==> src/rtl/serial_adder.sv <==
`default_nettype none
// serial_adder: bit-serial WIDTH-bit adder sequencing one full_adder slice, LSB first.
// Define SERIAL_ADDER_OVERFLOW_EN to add the two's-complement overflow output.

module full_adder (
   input  logic a,
   input  logic b,
   input  logic cin,
   output logic s,
   output logic cout
);
   assign s    = a ^ b ^ cin;
   assign cout = (a & b) | (cin & (a ^ b));
endmodule

module serial_adder #(
   parameter int WIDTH = 8
) (
   input  logic             clock,
   input  logic             reset,
   input  logic             in_valid,
   output logic             in_ready,
   input  logic [WIDTH-1:0] left,
   input  logic [WIDTH-1:0] right,
   input  logic             past_carry,
   output logic             out_valid,
   input  logic             out_ready,
   output logic [WIDTH-1:0] sum,
   output logic             carry
`ifdef SERIAL_ADDER_OVERFLOW_EN
   ,
   output logic             overflow
`endif
);

   localparam int CNT_W = (WIDTH > 1) ? $clog2(WIDTH) : 1;

   typedef enum logic [1:0] {
      IDLE = 2'd0,
      BUSY = 2'd1,
      DONE = 2'd2
   } state_t;

   state_t             state;
   state_t             state_next;
   logic [WIDTH-1:0]   left_sr;
   logic [WIDTH-1:0]   right_sr;
   logic [WIDTH-1:0]   sum_sr;
   logic [WIDTH:0]     sum_cat;
   logic               carry_q;
   logic [CNT_W-1:0]   count;
   logic               fa_s;
   logic               fa_c;
   logic               last_bit;
   logic               accept;

   full_adder u_fa (
      .a    (left_sr[0]),
      .b    (right_sr[0]),
      .cin  (carry_q),
      .s    (fa_s),
      .cout (fa_c)
   );

   assign last_bit = (count == CNT_W'(WIDTH - 1));
   assign accept   = in_valid && in_ready;
   // New sum bit enters at the MSB; after WIDTH shifts bit 0 lands at the LSB.
   assign sum_cat  = {fa_s, sum_sr};

   always_ff @(posedge clock) begin
      if (reset) begin
         state <= IDLE;
      end else begin
         state <= state_next;
      end
   end

   always_comb begin
      state_next = state;
      in_ready   = 1'b0;
      out_valid  = 1'b0;
      case (state)
         IDLE: begin
            in_ready = !reset;
            if (in_valid) begin
               state_next = BUSY;
            end
         end
         BUSY: begin
            if (last_bit) begin
               state_next = DONE;
            end
         end
         DONE: begin
            out_valid = 1'b1;
            if (out_ready) begin
               state_next = IDLE;
            end
         end
         default: state_next = IDLE;
      endcase
   end

   always_ff @(posedge clock) begin
      if (reset) begin
         left_sr  <= '0;
         right_sr <= '0;
         sum_sr   <= '0;
         carry_q  <= 1'b0;
         count    <= '0;
      end else if (accept) begin
         left_sr  <= left;
         right_sr <= right;
         carry_q  <= past_carry;
         count    <= '0;
      end else if (state == BUSY) begin
         left_sr  <= left_sr >> 1;
         right_sr <= right_sr >> 1;
         sum_sr   <= sum_cat[WIDTH:1];
         carry_q  <= fa_c;
         count    <= count + CNT_W'(1);
      end
   end

   assign sum   = sum_sr;
   assign carry = carry_q;

`ifdef SERIAL_ADDER_OVERFLOW_EN
   logic ovf_q;

   // On the final bit, carry_q is the carry into the MSB and fa_c the carry out.
   always_ff @(posedge clock) begin
      if (reset) begin
         ovf_q <= 1'b0;
      end else if (state == BUSY && last_bit) begin
         ovf_q <= carry_q ^ fa_c;
      end
   end

   assign overflow = ovf_q;
`endif

endmodule
`default_nettype wire

==> config.mk <==
export PLATFORM = sky130hd
export DESIGN_NAME = serial_adder
export DESIGN_NICKNAME = d
export VERILOG_FILES = /design/src/rtl/serial_adder.sv
export SDC_FILE = /design/constraint.sdc
export NUM_CORES = 1
export LEC_CHECK = 0
export CAP_MARGIN = 20
export CELL_PAD_IN_SITES_DETAIL_PLACEMENT = 0
export CELL_PAD_IN_SITES_GLOBAL_PLACEMENT = 1
export CORE_ASPECT_RATIO = 1.25
export CORE_MARGIN = 10
export CORE_UTILIZATION = 38
export CTS_CLUSTER_SIZE = 30
export DETAILED_ROUTE_END_ITERATION = 10
export PLACE_DENSITY_LB_ADDON = 0.2
export SLEW_MARGIN = 25
export SYNTH_ARGS = -nofsm -noshare
export SYNTH_HDL_FRONTEND = slang
export SYNTH_SLANG_ARGS = --single-unit
==> constraint.sdc <==
create_clock -name clock -period 4.05 [get_ports clock]
set_input_delay 0.81 -clock clock [delete_from_list [all_inputs] [get_ports clock]]
set_output_delay 0.81 -clock clock [all_outputs]
set_load 0.005 [all_outputs]
==> results.yml <==
status:
  status: "finished, final reports clean"
grt:
  largest_net_degree_at_the_start_of_global_routing: 34
  gr-usage-met1_pct: 10.6
  grt_most_used_layer: "met2"
  groute.usage.overall_pct: 9.76
  grt_pass1_vias: 1139
  global_route.usage.met2_pct: 16.3
  grt_remaining_overflow: 0
  grt_pass1_wl_mm: 5.05
  grt_antenna_before_repair: 0
  groute.layer.met3.usage_pct: 3.38
routing:
  drt_first_iter_violations: 70
  firstDrtPassIters: 4
  viasPerCell: 5.23
  wirelength_mm: 2.89
  avgRoutedWirePerCell_um: 13.5
  ant_nets: 0
  route.detailed.drc: 0
  num_vias: 1119
timing:
  final_max_slew_viol_count: 0
  total_negative_setup_slack_ns: 0
  post-route-min-period_ns: 2.96
  rsz0062_at_grt: "no"
  tightest_slew_ns: 1.00
  timing.clock.skew_ns: 0.00360
  final-hold-violation-count: 0
  setup_viol: 0
  slew-limit-headroom_pct: 32.9
  timing.fmax_mhz: 338
  final.period_utilization_pct: 73.0
setup_path:
  crit_path_top_delay_cell: "sky130_fd_sc_hd__clkdlybuf4s50_1"
  critical_path_class: "primary input to output pin"
  worst-endpoint-required_ns: 3.24
  startpoint_class_of_the_critical_path: "primary input"
  regToRegStartpoint: "state[1]"
  crit_arrival_ns: 2.15
  setup_slack_on_the_worst_flop_to_flop_path_ns: 2.32
  critical_path_buf_inv_count: 3
  slowest_stage_delay_cp_ns: 0.54
  critical_path.most_common_cell: "sky130_fd_sc_hd__clkdlybuf4s50_1"
  path_cells: "clkdlybuf4s50_1 -> buf_4 -> nor3_1 -> clkdlybuf4s50_1"
  critical_path_cell_count: 4
  critical-path-top-delay-family: "buffers and inverters"
  timing.critical_path.to_type: "output pin"
  worstRegToRegCells: 3
  crit_fanout: 33
  regToRegEndpoint: "left_sr[4]"
clock_tree:
  cts_resized: 0
  cts_buffers: 5
  cts_setup_buffers: 0
  cts-htree-levels: 2
  cts_hold_buffers: 0
  clock_insertion_delay_worst_skew_ns: 0.27
  cts_tree: "built"
  cts_root_buf: "sky130_fd_sc_hd__clkbuf_8"
  cts_sinks: 30
  path_clk_slew_ns: 0.05
  cts-root-to-sink-buffers: 2
flow_run:
  drv.max_cap_violation_count: 0
power_and_ir_drop:
  irDropWorstVdd_v: 0.000260
  static-leakage-power_uw: 0.000590
  powerDensity_nw_per_um2: 394
finish:
  layout.nets: 202
  layout-drive-gt1-share_pct: 5.65
  syn_to_final_growth_pct: 27.7
  post_layout_instance_area_um2: 1650
  number_of_diodes_added_for_antenna_fixing: 0
logic_synthesis:
  postSynthRegisterBits: 30
  synth.top_cells.by_count: "sky130_fd_sc_hd__nand2_1 (34), sky130_fd_sc_hd__dfxtp_1 (30), sky130_fd_sc_hd__a21oi_1 (24), sky130_fd_sc_hd__nor2_1 (16), sky130_fd_sc_hd__a211oi_1 (14)"
  synth-async-reset-ratio_pct: 0
  synthesis.area_per_instance_um2: 8.52
  synth.net_count: 176
  synth-seq-area-share_pct: 46.4
  yosys.cell_count.top_type: "sky130_fd_sc_hd__nand2_1"
  netlist_area_um2: 1290
  dominant_cell_type_by_area_after_synthesis: "sky130_fd_sc_hd__dfxtp_1"
  ys_types: 24
  ys_warn_count: 0
  post_synth_inst_count: 152
  synth-edff-count: 0
  yosys.area.top_type_share_pct: 46.4
  synth_flop_cell: "sky130_fd_sc_hd__dfxtp_1"
  yosys-top-cells-area: "sky130_fd_sc_hd__dfxtp_1 (46%), sky130_fd_sc_hd__nand2_1 (9.9%), sky130_fd_sc_hd__a21oi_1 (9.3%), sky130_fd_sc_hd__a211oi_1 (8.1%), sky130_fd_sc_hd__nor2_1 (4.6%)"
die:
  row_count: 23
  number_of_top_level_design_ports: 32
  core-area_um2: 3250
  dieHeight_um: 85.3
  die_area_um2: 6160
  die_w_um: 72.2
  effective_utilization_at_floorplan_pct: 39.8
placement:
  detailed_place_hpwl_mm: 1.94
  routabilityCongestion: 0.707
  io_buffers: 31
  place_area_um2: 1570
min_path:
  worstHoldStart: "sum[0]"
  min_delay_worst_endpoint: "sum[0]"
  worst_hold_path_type: "register to register"
  timing.hold.worst_path_depth: 2
[how the worst max path moves through the flow]
stage / to / slack, ns / start
6_report: in_ready / 1.09 / reset
5_1_grt: in_ready / 0.99 / reset
2_1_floorplan: in_ready / 1.96 / reset
3_5_place_dp: in_ready / 1.07 / reset
4_1_cts: in_ready / 1.07 / reset
3_3_place_gp: in_ready / 1.10 / reset
[where the power goes]
part	switching [uW]	internal (uW)	total, uW	leakage (uW)
Sequential	12.1	313	325	0.000245
Clock	101	131	232	0.0000431
Combinational	49.3	44.9	94.2	0.000302
Total	163	489	652	0.000590
[cells in the final DEF (no fill, tap or decap), drive strengths merged, types with 2 or more instances in the layout]
master | Yosys | routed
a211oi | 14 | 14
a21oi | 24 | 24
nor3 | 4 | 4
dfxtp | 30 | 30
nand3 | 2 | 2
nor2 | 16 | 16
clkdlybuf4s50 | 0 | 31
mux2i | 2 | 2
nand2 | 34 | 34
ha | 2 | 2
clkbuf | 3 | 6
[cells by family after synthesis]
| family | synth area share, % |
|---|---|
| and+or+nand+nor | 21.0 |
| adders and majority gates | 3.48 |
| DFF | 46.4 |
| AOI/OAI and AO/OA | 19.7 |
| muxes | 1.55 |
| xor gates and xnor gates | 0.676 |
| buffers and inverters | 7.25 |
[state kept, by name, summed over array words and instances (netlist names)]
register and flops:
left_sr 8, state 2, carry 1, sum 8, right_sr 8, count 3
[tightest hold or removal path, stage by stage (launching register included)]
cell	delay (ns)
sky130_fd_sc_hd__dfxtp_1	0.31
sky130_fd_sc_hd__nand2_1	0.05
sky130_fd_sc_hd__a21oi_1	0.05
[layout make-up]
cell class,instances,area (um^2)
Tap cell,37,46.3
Sequential cell,30,601
Multi-Input combinational cell,108,603
Timing Repair Buffer,32,318
Inverter,1,3.75
Fill cell,332,1600
Clock buffer,6,82.6
[stage by stage]
step	cells	power (uW)	utilization [%]	setup slack, ns	hold slack (ns)
final	214	652	50.9	1.09	0.458
after global routing	214	688	50.9	0.994	0.480
after CTS	214	660	50.8	1.07	0.462
after detailed placement	208	427	48.2	1.07	0.451
after global placement	208	424	48.2	1.10	0.442
after floorplan	152	395	-	1.96	0.437
[routing by layer]
| layer | routed length, um | up-vias |
|---|---|---|
| met5 | 0 | - |
| met4 | 51 | 0 |
| met3 | 233 | 8 |
| met2 | 1360 | 34 |
| met1 | 1250 | 508 |
| li1 | - | 569 |
Note: power is estimated with default switching activity, not from simulation.
